===== config.mk =====
export PLATFORM = sky130hd
export DESIGN_NAME = regfile_scoreboard
export DESIGN_NICKNAME = d
export VERILOG_FILES = /design/src/rtl/regfile_scoreboard.sv
export SDC_FILE = /design/constraint.sdc
export NUM_CORES = 2
export LEC_CHECK = 0
export CORE_MARGIN = 8
export CORE_UTILIZATION = 65
export CTS_CLUSTER_DIAMETER = 40
export DETAILED_ROUTE_END_ITERATION = 6
export DONT_BUFFER_PORTS = 1
export PLACE_DENSITY = 0.81
export SLEW_MARGIN = 20
export SYNTH_ARGS = -nofsm -noshare
export SYNTH_HDL_FRONTEND = slang
export SYNTH_SLANG_ARGS = --single-unit

===== constraint.sdc =====
create_clock -name clock -period 3.18 [get_ports clock]
set_input_delay 0.318 -clock clock [delete_from_list [all_inputs] [get_ports clock]]
set_output_delay 0.318 -clock clock [all_outputs]
set_load 0.005 [all_outputs]

===== src/rtl/regfile_scoreboard.sv =====
// General-purpose register file with NREAD combinational read ports, one write-back port
// with optional same-cycle bypass, and per-register pending-write counters for hazard detection.
module regfile_scoreboard #(
    parameter int DATA_W      = 32,
    parameter int ADDR_W      = 5,
    parameter int NREAD       = 2,
    parameter int CNT_W       = 2,
    parameter int BYPASS      = 1,
    parameter int RESET_INDEX = 1
) (
    input  logic                    clock,
    input  logic                    reset,
    input  logic [NREAD*ADDR_W-1:0] rd_addr,
    output logic [NREAD*DATA_W-1:0] rd_data,
    output logic [NREAD-1:0]        rd_busy,
    input  logic                    issue_valid,
    input  logic [ADDR_W-1:0]       issue_addr,
    output logic                    issue_ready,
    input  logic                    wb_valid,
    input  logic [ADDR_W-1:0]       wb_addr,
    input  logic [DATA_W-1:0]       wb_data,
    input  logic                    flush,
    output logic                    busy_any,
    output logic                    err_wb_idle
);

    localparam int DEPTH = 1 << ADDR_W;
    localparam logic [CNT_W-1:0] CNT_MAX = {CNT_W{1'b1}};

    logic [DATA_W-1:0] regs [DEPTH];
    logic [CNT_W-1:0]  cnt  [DEPTH];
    logic              accept;
    logic              err_next;

    assign issue_ready = (issue_addr == '0) || (cnt[issue_addr] != CNT_MAX);
    assign accept      = issue_valid && issue_ready;
    assign err_next    = wb_valid && (wb_addr != '0) && (cnt[wb_addr] == '0) && !flush;

    // NOTE: the array has architectural reset values, so it is reset explicitly; a plain
    // storage RAM would normally be left unreset so it can map onto memory macros.
    always_ff @(posedge clock) begin
        if (reset) begin
            for (int i = 0; i < DEPTH; i++)
                regs[i] <= (RESET_INDEX != 0) ? DATA_W'(i) : '0;
        end else if (wb_valid && (wb_addr != '0)) begin
            regs[wb_addr] <= wb_data;
        end
    end

    // Register 0 can never be claimed, so its counter is pinned at zero.
    always_ff @(posedge clock) begin
        cnt[0] <= '0;
        for (int r = 1; r < DEPTH; r++) begin
            if (reset || flush) begin
                cnt[r] <= '0;
            end else begin
                if (accept && (issue_addr == ADDR_W'(r)) &&
                    !(wb_valid && (wb_addr == ADDR_W'(r)) && (cnt[r] != '0)))
                    cnt[r] <= cnt[r] + CNT_W'(1);
                else if (!(accept && (issue_addr == ADDR_W'(r))) &&
                         wb_valid && (wb_addr == ADDR_W'(r)) && (cnt[r] != '0))
                    cnt[r] <= cnt[r] - CNT_W'(1);
            end
        end
    end

    always_ff @(posedge clock) begin
        if (reset) err_wb_idle <= 1'b0;
        else       err_wb_idle <= err_next;
    end

    always_comb begin
        logic [ADDR_W-1:0] a;
        logic              fwd;
        rd_data = '0;
        rd_busy = '0;
        for (int k = 0; k < NREAD; k++) begin
            a   = rd_addr[k*ADDR_W +: ADDR_W];
            fwd = (BYPASS != 0) && wb_valid && (wb_addr == a);
            if (a == '0)
                rd_data[k*DATA_W +: DATA_W] = '0;
            else if (fwd)
                rd_data[k*DATA_W +: DATA_W] = wb_data;
            else
                rd_data[k*DATA_W +: DATA_W] = regs[a];
            // The final outstanding write being forwarded this cycle clears the hazard.
            rd_busy[k] = (cnt[a] != '0) && !(fwd && (cnt[a] == CNT_W'(1)));
        end
    end

    always_comb begin
        busy_any = 1'b0;
        for (int r = 0; r < DEPTH; r++)
            busy_any = busy_any | (cnt[r] != '0);
    end

endmodule


# --- Word-level counts from Yosys, hierarchy flattened ---
# Memory sizes are Yosys's and may differ from the RTL's.
# Index checks and enable logic that the tools add are counted.
# W data, S select, Z words.
totals:
  out_inout_bits: 69
  memories: 2
  register_bits: 1
  word_cells: 852
  inputBits: 57
  ram_bits: 1088
op_classes:
  n_eq_ne: 67
  n_bitwise: 93
  n_reduce_logical: 334
  n_mux: 293
  add_sub_neg: 62
mem_list:
  columns: ["name", "words", "width", "read_ports", "rd_ports_with_merged_regs", "write_ports", "line", "source"]
  rows:
  - ["regs", 32, 32, 2, 0, 32, "30", "logic [DATA_W-1:0] regs [DEPTH];"]
  - ["cnt", 32, 2, 36, 0, 32, "31", "logic [CNT_W-1:0] cnt [DEPTH];"]
ops:
  columns: ["operator", "count"]
  rows:
  - ["$logic_and A1 B1 Y1", 227]
  - ["$mux W1", 225]
  - ["$eq A5 B5 Y1 const B", 32]
  - ["$mux W32", 5]
  - ["$mux W2", 62]
  - ["$or A1 B1 Y1", 93]
  - ["$eq A5 B4 Y1 const B", 16]
  - ["$reduce_bool A2 Y1", 34]
  - ["$logic_not A1 Y1", 65]
  - ["$add A2 B1 Y2 const B", 31]
  - ["$sub A2 B1 Y2 const B", 31]
  - ["$eq A5 B3 Y1 const B", 8]
  - ["$reduce_or A32 Y1", 1]
  - ["$eq A5 B2 Y1 const B", 4]
  - ["$logic_not A5 Y1", 3]
  - ["$eq A5 B1 Y1 const B", 2]
  - ["$eq A5 B5 Y1", 2]
  - ["$mux W5", 1]
  - ["$reduce_bool A5 Y1", 1]
  - ["$eq A2 B1 Y1 const B", 2]
  - ["$logic_not A2 Y1", 1]
  - ["$logic_or A1 B1 Y1", 2]
  - ["$ne A2 B2 Y1 const B", 1]

# --- Longest topological paths before layout ---
depth:
  ltp_word: 32
  depth_mapped: 10
  ltp_nobuf: 6

# --- Worst setup path before layout ---
# No wires, ideal clock.
synth_path:
  path_type: "input port to output port"
  from: "in rd_addr[0]"
  to: "out rd_data[15]"
  t_required_ps: 2862
  setup_slack_ps: 655
  cell_stages: 7
  n_path_buf: 3
  t_arrival_ps: 2207
  cell_sequence: "buf_2 > buf_2 > buf_2 > mux4_2 > mux4_2 > a211oi_1 > nor3_1"
synth_via:
  elab_chain_len: 4
  elab_cells_between_ends: 6
  classes_between: "1 x eq/ne; 2 x mux; 2 x reduce/logical; 1 x memory"
synth_rtl:
  columns: ["element", "line", "source"]
  rows:
  - ["start, declared", "13", "input logic [NREAD*ADDR_W-1:0] rd_addr,"]
  - ["branches (longest 3 deep; another with $mem_v2 Z32 W32)", null, null]
  - ["$mux W32 (*)", "80", "if (a == '0)"]
  - ["end, declared", "14", "output logic [NREAD*DATA_W-1:0] rd_data,"]
# Every way passes the cells marked *.

# --- Final worst setup path ---
layout_path:
  from: "in rd_addr[5]"
  to: "out rd_data[42]"
# The elaborated chain is that of the path after synthesis.

==> impl_results.md <==
- Met3 Usage GRT: 15.0%
- Die W: 324 microns
- I/O Buffers: 0
- # rows: 113
- Starting density of the core: 65.2%
- Setup slack, reg-to-reg: 0.63 ns
- RSZ-0062 raised after global routing: yes
- DR iter-0 viols: 7,804
- Share of cells above drive strength 1: 27.7%
- Longest Clk Path Bufs: 3
- Hold path startpoint: reset
- Vias per cell: 7.74
- Crit path launch type: input port
- Commonest non-fill, non-tap cell in the layout: edfxtp_1
- Total CTS buffers: 141
- Post-synth top area share: 53.0%
- Outcome: complete, but fails checks
- Final count of hold timing violations: 0
- GRT Max-Usage Layer: met2
- Comb pwr share: 10.7%
- Failing checks: setup timing
- RePlAce Congestion: 0.906
- Core ar.: 0.0943 sq mm
- R2R cell count: 6
- Total GRT Usage: 39.0%
- Hold Crit Class: in2reg
- Clk sink count: 1,087
- Sequential power share: 45.5%
- Psw: 8.99 mW
- Critical path arrival: 3.04 ns
- Slowest CP cell: xor2_1
- Post-Syn Area: 0.0615 sq mm
- Final WL: 204,000 microns
- Mapped Avg Cell Area: 15.1 sq um
- Largest delay share family, worst path: simple AND/OR/NAND/NOR gates
- Final setup TNS: -1.96 ns
- Avg WL per Cell: 37.8 microns
- Layout Utilization: 72.3%
- Hold path depth: 1
- Most common flop cell mapped by yosys: edfxtp_1
- Ys async rst share: 0%
- DPL Wire Length: 109,000 microns
- Total I/O pin count: 126
- Final std cells w/o fill: 5,386
- Mapped Cells: 4,074
- Post-synth EDFFs: 1,086
- Post-synthesis register bit count: 1,087
- Area grow syn2layout: 10.9%
- Leak pwr: 22.9 nW
- Nets: 4,074
- Grt met1 use: 49.1%
- Clock period minus worst slack: 3.36 ns
- Total iterations of the first detailed-routing run: 7
- MaxCap Viol Count: 0
- Ys Warns: 0
- Skew final: 0.0151 ns
- Int Power: 28.4 mW
- CP max FO: 277
- Clk_lat worst skew: 0.74 ns
- Slew margin rel.: 16.4%
- Clock H-tree levels: 4
- Routed vias: 41,664
- Net Sw Frac: 24.0%
- Crit path top cell by count: buf_4
- CTS tree: yes
- Antenna-violating nets left: 0
- Largest net degree at the start of global routing: 278
- Root Driver: clkbuf_16
- Yosys top cell by area: edfxtp_1
- Fin. max-slew vios: 0
- Overflow after GRT: 0
- Min-Delay Endpoint: regs[0][0]
- FMAX: 297 MHz
- Crit-path cells: xor2_1 > nor4_4 > nand3_4 > buf_4 > a211oi_2 > buf_4
- Largest cells by area after synthesis: edfxtp_1, mux4_2, and2_1
- Clock share of power: 43.8%
- Commonest non-fill, non-tap cells in the layout: edfxtp_1, and2_1, mux4_2
- First-pass GRT wire length: 290,000 microns
- Worst EP required: 2.86 ns
- Die Span Y: 324 microns
- Max incr delay on CP: 0.49 ns
- Distinct cell type count after synthesis: 64
- Tightest Pin Transition: 1.25 ns
- Pwr Total: 37.4 mW
- Setup Buffers After CTS: 0
- Fillers: 5,630
- Antenna violations before repair: 19
- Maximum vdd ir drop: 526 uV
- Post-Place Worst Slack: 0.307 ns
- Bufs and invs on worst path: 2
- Part of the cycle the worst path needs: 106%
- Final setup fails: 25
- Post-Place Cells: 5,068
- CTS clk-pin slew, worst paths: 0.06 ns
- Die area: 0.105 sq mm
- DRC: 0
- GR Util met2: 57.6%
- Power density cells: 549 mW/mm^2
- Seq/Total Area, Yosys: 53.1%
- Setup crit end kind: output pin
- Number of global-route vias before repair: 41,443
- Reg-to-Reg Start: cnt[16][1]
- Critical path class: in2out
- Final WS setup: -0.182 ns
- RR Endpoint: cnt[20][0]
==> area by class of cell <==
type	instances	area [sq um]	share of cell area, %
clock buffer	157	3590	5.26
antenna	21	52.6	0.0771
inverter	64	240	0.352
clock inverter	99	1190	1.74
sequential	1087	32600	47.9
multi-input combinational	2517	27300	40.1
timing repair buffer	176	1590	2.33
tap	1265	1580	2.32
==> cells by family (layout without fill, tap and decap cells) <==
group	count (synthesis)	after routing	share of synthesized area (%)
AND/OR/NAND/NOR	1421	1422	13.7
flip-flops	1087	1087	53.1
multiplexers	766	766	26.1
buffers and inverters	502	496	3.39
AO/OA/AOI/OAI	246	246	2.89
adder cells (fa/ha/maj)	30	30	0.611
XOR/XNOR	21	21	0.299
other	1	53	0.00610
==> power groups by stage <==
stage / Clock, mW / Sequential (mW) / Combinational (mW)
final: 16.4 / 17.0 / 4.01
after global routing: 16.9 / 17.1 / 4.08
after CTS: 16.4 / 17.0 / 3.86
after detailed placement: 0 / 17.3 / 3.58
after global placement: 0 / 17.2 / 3.52
after floorplan: 0 / 17.1 / 2.98
==> worst max path at each step <==
stage | depth (start not counted) | to | slack [ns] | from
CTS | 4 | rd_data[19] | 0.004 | regs[19][19]
detailed placement | 6 | rd_data[42] | 0.31 | rd_addr[5]
floorplan | 7 | rd_data[15] | 0.66 | rd_addr[0]
global placement | 6 | rd_data[63] | 0.41 | rd_addr[5]
global route | 5 | rd_data[17] | -0.02 | regs[23][17]
finish | 6 | rd_data[42] | -0.18 | rd_addr[5]
==> per-layer routing <==
layer / routed length, microns / vias to the layer above
li1: - / 15766
met1: 63400 / 20555
met2: 90900 / 4382
met3: 34500 / 949
met4: 14700 / 12
met5: 176 / -
==> metrics by stage <==
step,cell area (sq um),hold WS (ns)
4_1_cts,68100,0.00814
3_3_place_gp,62800,0.474
5_1_grt,68200,0.0339
3_5_place_dp,62800,0.475
2_1_floorplan,61600,0.498
6_report,68200,0.0420
==> cells in the mapped netlist, types with 5 or more instances <==
| library cell | n |
|---|---|
| nor4_1 | 8 |
| nand2_1 | 44 |
| ha_1 | 30 |
| a21oi_1 | 49 |
| mux2i_1 | 98 |
| nand4_1 | 22 |
| and2_1 | 916 |
| a31oi_1 | 11 |
| or3_1 | 113 |
| clkbuf_1 | 303 |
| xor2_1 | 12 |
| inv_1 | 64 |
| buf_4 | 19 |
| buf_2 | 84 |
| a211oi_2 | 7 |
| nand3_1 | 49 |
| buf_1 | 29 |
| nor2b_1 | 21 |
| xnor2_1 | 9 |
| a211o_1 | 14 |
| mux4_1 | 5 |
| or2_2 | 36 |
| a211oi_1 | 103 |
| nor2_1 | 118 |
| nand3b_1 | 9 |
| mux4_2 | 660 |
| nand2b_1 | 6 |
| a311oi_1 | 6 |
| a21o_1 | 15 |
| nor3_1 | 62 |
| edfxtp_1 | 1086 |
| o22ai_1 | 5 |
| o21ai_0 | 14 |
==> what timing repair did <==
action,4_1_cts,5_1_grt
endpoints found under the setup margin,7,11
gates cloned,0,1
hold buffers,41,0
pin swaps,1,2
hold endpoints to repair,1051,0
gates resized for setup,14,12
==> sequential cells by signal, summed over array words and instances, names as in the netlist <==
name / flops
cnt: 62
err_wb_idle: 1
regs: 1024
Power figures use the tool's default switching activity.
